### src/rtl/mem_arbiter.sv
// mem_arbiter: single-owner sequencer for the 8-bit external memory bus.
// Arbitrates IF fetches and MEM loads/stores into byte-serial bus cycles.

module mem_arbiter #(
    parameter bit DATA_FIRST = 1'b1
) (
    input  logic        clk,
    input  logic        rst,
    input  logic        rdy,
    input  logic        inst_req,
    input  logic [31:0] inst_addr,
    input  logic        flush,
    output logic        inst_done,
    output logic [31:0] inst_data,
    input  logic        data_req,
    input  logic        data_we,
    input  logic [1:0]  data_size,
    input  logic [31:0] data_addr,
    input  logic [31:0] data_wdata,
    output logic        data_done,
    output logic [31:0] data_rdata,
    output logic        busy,
    input  logic [7:0]  mem_din,
    output logic [7:0]  mem_dout,
    output logic [31:0] mem_a,
    output logic        mem_wr
);

    typedef enum logic [1:0] {
        IDLE,
        INST_RD,
        DATA_RD,
        DATA_WR
    } state_e;

    state_e      state_q, state_d;
    logic [2:0]  cnt_q, cnt_d;
    logic [2:0]  len_q, len_d;
    logic [31:0] base_q, base_d;
    logic [31:0] wdata_q, wdata_d;
    logic [31:0] asm_q, asm_d;
    logic        inst_done_q, inst_done_d;
    logic        data_done_q, data_done_d;
    logic [31:0] inst_data_q, inst_data_d;
    logic [31:0] data_rdata_q, data_rdata_d;
    logic [31:0] mem_a_q, mem_a_d;
    logic [7:0]  mem_dout_q, mem_dout_d;
    logic        mem_wr_q, mem_wr_d;

    logic        inst_ok;
    logic        data_ok;
    logic        pick_data;
    logic [2:0]  cnt_nxt;
    logic [31:0] addr_nxt;
    logic [1:0]  rd_idx;
    logic [1:0]  wr_idx;
    logic [2:0]  req_len;

    // A port is not eligible during its own done cycle.
    assign inst_ok   = inst_req & ~flush & ~inst_done_q;
    assign data_ok   = data_req & ~data_done_q;
    assign pick_data = data_ok & (DATA_FIRST | ~inst_ok);

    assign cnt_nxt  = cnt_q + 3'd1;
    assign addr_nxt = base_q + {29'd0, cnt_nxt};
    assign rd_idx   = cnt_q[1:0] - 2'd1;
    assign wr_idx   = cnt_nxt[1:0];

    // Byte count of a data request from its size code.
    always_comb begin
        req_len = 3'd4;
        unique case (data_size)
            2'd0:    req_len = 3'd1;
            2'd1:    req_len = 3'd2;
            default: req_len = 3'd4;
        endcase
    end

    // Next-state, byte sequencing and output register updates.
    always_comb begin
        state_d      = state_q;
        cnt_d        = cnt_q;
        len_d        = len_q;
        base_d       = base_q;
        wdata_d      = wdata_q;
        asm_d        = asm_q;
        inst_done_d  = 1'b0;
        data_done_d  = 1'b0;
        inst_data_d  = inst_data_q;
        data_rdata_d = data_rdata_q;
        mem_a_d      = mem_a_q;
        mem_dout_d   = mem_dout_q;
        mem_wr_d     = 1'b0;

        unique case (state_q)
            IDLE: begin
                if (pick_data) begin
                    base_d  = data_addr;
                    len_d   = req_len;
                    wdata_d = data_wdata;
                    asm_d   = 32'd0;
                    cnt_d   = 3'd0;
                    mem_a_d = data_addr;
                    if (data_we) begin
                        state_d    = DATA_WR;
                        mem_wr_d   = 1'b1;
                        mem_dout_d = data_wdata[7:0];
                    end else begin
                        state_d = DATA_RD;
                    end
                end else if (inst_ok) begin
                    base_d  = inst_addr;
                    len_d   = 3'd4;
                    asm_d   = 32'd0;
                    cnt_d   = 3'd0;
                    mem_a_d = inst_addr;
                    state_d = INST_RD;
                end
            end
            INST_RD, DATA_RD: begin
                if (state_q == INST_RD && flush) begin
                    state_d = IDLE;
                    cnt_d   = 3'd0;
                end else begin
                    // Byte cnt-1 was addressed in the previous cycle.
                    if (cnt_q != 3'd0) begin
                        asm_d[{rd_idx, 3'b000} +: 8] = mem_din;
                    end
                    if (cnt_q == len_q) begin
                        state_d = IDLE;
                        cnt_d   = 3'd0;
                        if (state_q == INST_RD) begin
                            inst_data_d = asm_d;
                            inst_done_d = 1'b1;
                        end else begin
                            data_rdata_d = asm_d;
                            data_done_d  = 1'b1;
                        end
                    end else begin
                        cnt_d = cnt_nxt;
                        if (cnt_nxt < len_q) begin
                            mem_a_d = addr_nxt;
                        end
                    end
                end
            end
            DATA_WR: begin
                if (cnt_q == len_q - 3'd1) begin
                    state_d     = IDLE;
                    cnt_d       = 3'd0;
                    data_done_d = 1'b1;
                end else begin
                    cnt_d      = cnt_nxt;
                    mem_a_d    = addr_nxt;
                    mem_dout_d = wdata_q[{wr_idx, 3'b000} +: 8];
                    mem_wr_d   = 1'b1;
                end
            end
        endcase
    end

    // State registers; rdy low freezes everything.
    always_ff @(posedge clk) begin
        if (rst) begin
            state_q      <= IDLE;
            cnt_q        <= 3'd0;
            len_q        <= 3'd0;
            base_q       <= 32'd0;
            wdata_q      <= 32'd0;
            asm_q        <= 32'd0;
            inst_done_q  <= 1'b0;
            data_done_q  <= 1'b0;
            inst_data_q  <= 32'd0;
            data_rdata_q <= 32'd0;
            mem_a_q      <= 32'd0;
            mem_dout_q   <= 8'd0;
            mem_wr_q     <= 1'b0;
        end else if (rdy) begin
            state_q      <= state_d;
            cnt_q        <= cnt_d;
            len_q        <= len_d;
            base_q       <= base_d;
            wdata_q      <= wdata_d;
            asm_q        <= asm_d;
            inst_done_q  <= inst_done_d;
            data_done_q  <= data_done_d;
            inst_data_q  <= inst_data_d;
            data_rdata_q <= data_rdata_d;
            mem_a_q      <= mem_a_d;
            mem_dout_q   <= mem_dout_d;
            mem_wr_q     <= mem_wr_d;
        end
    end

    assign inst_done  = inst_done_q;
    assign data_done  = data_done_q;
    assign inst_data  = inst_data_q;
    assign data_rdata = data_rdata_q;
    assign mem_a      = mem_a_q;
    assign mem_dout   = mem_dout_q;
    assign mem_wr     = mem_wr_q & rdy;
    assign busy       = (state_q != IDLE);

endmodule
### config.mk
export PLATFORM = sky130hd
export DESIGN_NAME = mem_arbiter
export DESIGN_NICKNAME = d
export VERILOG_FILES = /design/src/rtl/mem_arbiter.sv
export SDC_FILE = /design/constraint.sdc
export NUM_CORES = 1
export LEC_CHECK = 0
export ABC_AREA = 1
export CAP_MARGIN = 20
export CORE_MARGIN = 2
export CORE_UTILIZATION = 56
export DETAILED_ROUTE_END_ITERATION = 8
export GPL_ROUTABILITY_DRIVEN = 0
export PLACE_DENSITY = 0.88
export SYNTH_ARGS = -nofsm -noshare
export SYNTH_HDL_FRONTEND = slang
export SYNTH_SLANG_ARGS = --single-unit
### constraint.sdc
create_clock -name clk -period 4.18 [get_ports clk]
set_clock_uncertainty 0.15 [all_clocks]
set_input_delay 0.836 -clock clk [delete_from_list [all_inputs] [get_ports clk]]
set_output_delay 0.836 -clock clk [all_outputs]
set_load 0.02 [all_outputs]
==> results of run 1 <==
-- synthesized netlist by cell type (4+ instances only) --
library cell	instances
a211oi_1	14
a21oi_1	161
a21oi_2	4
a31oi_1	15
buf_1	6
buf_2	28
buf_4	4
buf_6	8
clkbuf_1	43
dfxtp_1	211
ha_1	17
inv_1	105
inv_2	5
mux2i_1	12
nand2_1	407
nand2_2	7
nand3_1	162
nand3_2	13
nand3b_1	9
nand4_1	16
nor2_1	139
nor2_2	6
o21ai_0	113
o21ai_1	6
or2_2	6
-- report_power, final --
group	internal, mW	switching, mW
registers	2.28	0.216
logic	0.917	1.76
clock network	1.28	0.822
total	4.47	2.80
-- kinds of logic after synthesis --
group | count (synthesis) | share of synthesized area [%]
XOR/XNOR | 2 | 0.165
buffers and inverters | 205 | 8.59
AO/OA/AOI/OAI | 324 | 16.4
flip-flops | 211 | 39.9
multiplexers | 12 | 1.13
AND/OR/NAND/NOR | 771 | 31.7
adder cells (fa/ha/maj) | 18 | 2.20
-- per-stage QoR --
step / hold WS (ps) / total power, mW / utilization, % / setup WS (ps) / std cells
floorplan: 291 / 4.30 / - / 1540 / 1543
global placement: 282 / 5.10 / 68.3 / 1020 / 1922
detailed placement: 284 / 5.15 / 68.4 / 949 / 1923
CTS: 293 / 7.24 / 72.6 / 977 / 1963
global route: 311 / 7.62 / 72.6 / 848 / 1964
finish: 295 / 7.27 / 72.6 / 991 / 1964
-- per-layer routing --
metal | track usage [%] | vias to the layer above
li1 | - | 5423
met1 | 41.0 | 5082
met2 | 49.0 | 561
met3 | 4.83 | 67
met4 | 9.47 | 0
met5 | 0 | -
-- sequential cells by signal, summed over array words and instances (netlist names), 2 cells and up --
signal and cells:
wdata_q 32, cnt_q 3, inst_data 32, base_q 32, len_q 3, mem_dout 8
state_q 2, mem_a 32, asm_q 32, data_rdata 32
-- worst max-delay path, delay by kind of cell, from the launching register on --
family / cells / cell delay, ps
buffers and inverters: 4 / 1130
adder cells (fa/ha/maj): 1 / 190
flip-flops: 1 / 360
-- path summary, 6_finish.rpt --
path                                   start  depth (start not counted)  slack, ps      endpoint
worst min-delay path            inst_data[0]                          2        300  inst_data[0]
worst max-delay path              state_q[0]                          5        990          busy
worst min register to register  inst_data[0]                          2        300  inst_data[0]
worst max register to register      cnt_q[0]                         14       1070     mem_a[12]
-- area by class of cell --
| type | count | area [um2] |
|---|---|---|
| clock inverters | 8 | 121 |
| inverters | 112 | 420 |
| fillers | 1480 | 5100 |
| clock buffers | 32 | 659 |
| flip-flops and latches | 211 | 4220 |
| multi-input cells | 1127 | 5470 |
| repair buffers | 239 | 2350 |
| well taps | 234 | 293 |
| diodes | 1 | 2.50 |
==> impl_metrics.ini, run 1 <==
[run_status]
outcome = complete, no violations

[clock_tree]
cts-buffers-inserted = 22
ctsHtreeMaxLevel = 1
clk_path_buf_depth = 3
cts_tree = built
clock_sinks = 211
cts-root-buf = clkbuf_16
clk_latency_ps = 510
post-cts-setup-buffers = 0
cts_resized = 0
hold_buffers = 0
clk_pin_slew_worst_paths_ps = 70

[timing]
worstMarginPinSlew_ps = 793
finalSetupTns_ps = 0
rsz0062_at_grt = no
setup_viol = 0
max_freq_ghz = 0.314
final_max_slew_viol_count = 0
max_slew_margin_pct = 47.1
hold_viol = 0
fin_crit_sh_pct = 76.3
final.min_clock_period_ps = 3190

[power_and_ir_drop]
max-vdd-ir-drop_uv = 350
power_leakage_nw = 5.15
powerDensity_nw_per_um2 = 537

[synthesis]
yosys-top-cells-area = dfxtp_1, nand2_1, nand3_1, a21oi_1, o21ai_0
syn_area_um2 = 10600
yosys_warnings = 0
avgSynthCellArea_um2 = 6.87
ys_seq_area_share_pct = 39.9
yosysTopAreaCell = dfxtp_1
netlist_instances = 1543
synth-edff-count = 0
synth_top_area_share_pct = 39.9
yosysUniqueCellTypes = 41
synth_nets = 1674
ys.flop_type = dfxtp_1
async_flop_share_pct = 0
ys_ff_latch = 211

[placed_design]
hpwl_um = 21600
dpl_cell_area_um2 = 12800
io_buffer_count = 220

[critical_path]
slowest_stage = clkdlybuf4s50_1
path_cells = inv_1 -> ha_1 -> buf_4 -> inv_2 -> clkdlybuf4s50_1
path_max_fanout = 30
cp-start-kind = flop
cp.arrival_ps = 2200
critPathMaxStageDelay_ps = 630
critPathKind = flop to primary output
end_kind = primary output
cp.required_ps = 3190

[route]
first_pass_iters = 6
top_layer = met4
wl_met1_um = 13100
ant_nets = 0
route.met2.wl_um = 14400
dr.first_iter.drc_count = 1129
via_count = 11100
drt-wirelength-per-cell_um = 15.9
routed-wl-met3_um = 3030
drc = 0
vias_per_cell = 5.67
wl_um = 31300

[floorplanning]
die_w_um = 142
core.rowCount = 50
core_area_um2 = 18600
fp.dieH_um = 142
dieArea_um2 = 20000
pin_count = 221
initial_core_util_pct = 56.8

[global_route]
grt_max_degree = 66
grt_pass1_vias = 10200
gr-total-overflow = 0
antenna_found_initial = 1
grt_pass1_wl_um = 49700
grtUsageTotal_pct = 30.0

[layout]
area_growth_syn_to_layout_pct = 27.8
num-nets-final = 1844
layout.cells.most_common = nand2_1
layout-drive-gt1-share_pct = 6.36
layout_common_cells = nand2_1, clkdlybuf4s50_1, dfxtp_1
final_area_um2 = 13500

[flow_run]
cap_violations = 0

[worst_hold_path]
holdCritPathClass = flop to flop
(Power assumes the default switching activity.)
==> run 2: changes to the inputs <==
CORE_UTILIZATION = 47   (was 56)
PLACE_DENSITY = 0.79   (was 0.88)
clock period = 2.7 ns   (was 4.18 ns; I/O delays follow)
==> run 2 against run 1 <==
  * Final cell count up 3.4%
  * Hold slack lost 21 ps
  * Total power is 60% higher
  * Die area grew 19%
  * Sequential power up 55%
  * Non-clock buffer count up 19
  * Largest power group unchanged
==> impl_metrics.ini, run 2 (same netlist as run 1, synthesis figures left out) <==
[route]
drc = 0
ant_nets = 0
wl_um = 31800
via_count = 11000
first_pass_iters = 5
dr.first_iter.drc_count = 965
vias_per_cell = 5.41
drt-wirelength-per-cell_um = 15.6

[clock_tree]
cts-root-buf = clkbuf_16
cts-buffers-inserted = 23
cts_tree = built
ctsHtreeMaxLevel = 1
clk_pin_slew_worst_paths_ps = 60
cts_resized = 0
hold_buffers = 0
clk_latency_ps = 520
post-cts-setup-buffers = 0
clk_path_buf_depth = 3
clock_sinks = 211

[global_route]
gr-total-overflow = 0
grt_pass1_vias = 10300
antenna_found_initial = 1
grt_pass1_wl_um = 51800
grt_max_degree = 66
grtUsageTotal_pct = 26.3

[critical_path]
worstSetupEndpoint = mem_a[19]
cp-start-kind = flop
critPathKind = flop to flop
cp.arrival_ps = 2790
path_max_fanout = 11
worstRegToRegCells = 12
r2r_slack_ps = 210
end_kind = flop
cp.required_ps = 3000
cp-startpoint = cnt_q[0]
r2r_end = mem_a[19]
r2r_start = cnt_q[0]

[placed_design]
io_buffer_count = 220
placedCellCount = 1988
hpwl_um = 22900
dpl_cell_area_um2 = 13000

[timing]
rsz0062_at_grt = yes
finalSetupTns_ps = 0
final.min_clock_period_ps = 2490
max_slew_margin_pct = 52.7
hold_ws_ps = 274
setup_viol = 0
fin_crit_sh_pct = 92.2
worstMarginPinSlew_ps = 707
max_freq_ghz = 0.402
final_max_slew_viol_count = 0
hold_viol = 0

[flow_run]
cap_violations = 0

[layout]
multi_input_area_um2 = 5500
n_fill_cell = 1961
final_area_um2 = 13900
num-nets-final = 1864
layout.cells.most_common = nand2_1
final_cells = 2030
area_growth_syn_to_layout_pct = 30.8
layout_common_cells = nand2_1, clkdlybuf4s50_1, dfxtp_1
layout-drive-gt1-share_pct = 7.78
regArea_um2 = 4230

[floorplanning]
pin_count = 221
die_w_um = 154
dieArea_um2 = 23800
core.rowCount = 54
fp.dieH_um = 154
core_area_um2 = 22000
initial_core_util_pct = 48.3

[run_status]
outcome = complete, no violations

[power_and_ir_drop]
max-vdd-ir-drop_uv = 590
powerDensity_nw_per_um2 = 837
power_leakage_nw = 5.29

[worst_hold_path]
holdCritPathClass = input pin to flop
holdPathStages = 2
-- run 2: changes by cell type in the layout (fill, tap and decap cells not counted), sizes merged --
| cell | delta |
|---|---|
| buf | +19 |
| bufinv | +2 |
| clkbuf | -3 |
| clkdlybuf4s50 | -1 |
| clkinv | +2 |
| clkinvlp | -1 |
| dlymetal6s2s | +1 |
| inv | +1 |
-- run 2: routing by layer --
metal	share of wire [%]	global-route usage [%]	up-vias
met3	7.3	4.37	56
met4	2.6	8.72	0
li1	-	-	5478
met1	44	35.9	5031
met2	46	42.5	421
met5	0	0	-
-- run 2: critical path, cell delays in order, from the launching register on --
cell and delay (ps):
dfxtp_1 370, inv_1 70, ha_1 310, buf_4 170, ha_1 270, nand2_1 60
nor2_1 40, nor2_1 190, nand3_4 110, a21oi_4 190, buf_4 260, o21ai_0 120
nor2_1 110
-- run 2: worst min path at each step --
stage / start / end / slack, ps
after floorplan: asm_q[0] / asm_q[0] / 290
after global placement: inst_data[12] / inst_data[12] / 280
after detailed placement: inst_data[9] / inst_data[9] / 290
after CTS: rst / mem_a[31] / 260
after global routing: rst / mem_a[31] / 290
final: rst / mem_a[31] / 270
-- run 2: power by group --
group | total, mW | leakage (nW) | switching [mW] | internal (mW)
Sequential | 3.86 | 1.72 | 0.330 | 3.53
Combinational | 4.35 | 3.17 | 2.77 | 1.57
Clock | 3.40 | 0.401 | 1.30 | 2.10
Total | 11.6 | 5.29 | 4.40 | 7.20
-- run 2: per-stage QoR --
stage               utilization [%]  setup slack [ps]  power, mW
global route                   63.1             -16.0       12.2
detailed placement             59.3               192       8.20
CTS                            62.9              29.2       11.6
global placement               59.3               249       8.14
finish                         63.1               210       11.6
floorplan                         -              79.3       6.66
-- run 2: area by class of cell --
class,count,share of cell area [%]
antenna,1,0.0181
clock buffer,29,4.46
clock inverter,12,1.39
inverter,112,3.03
multi-input combinational,1127,39.7
sequential,211,30.5
tap,280,2.53
timing repair buffer,258,18.4
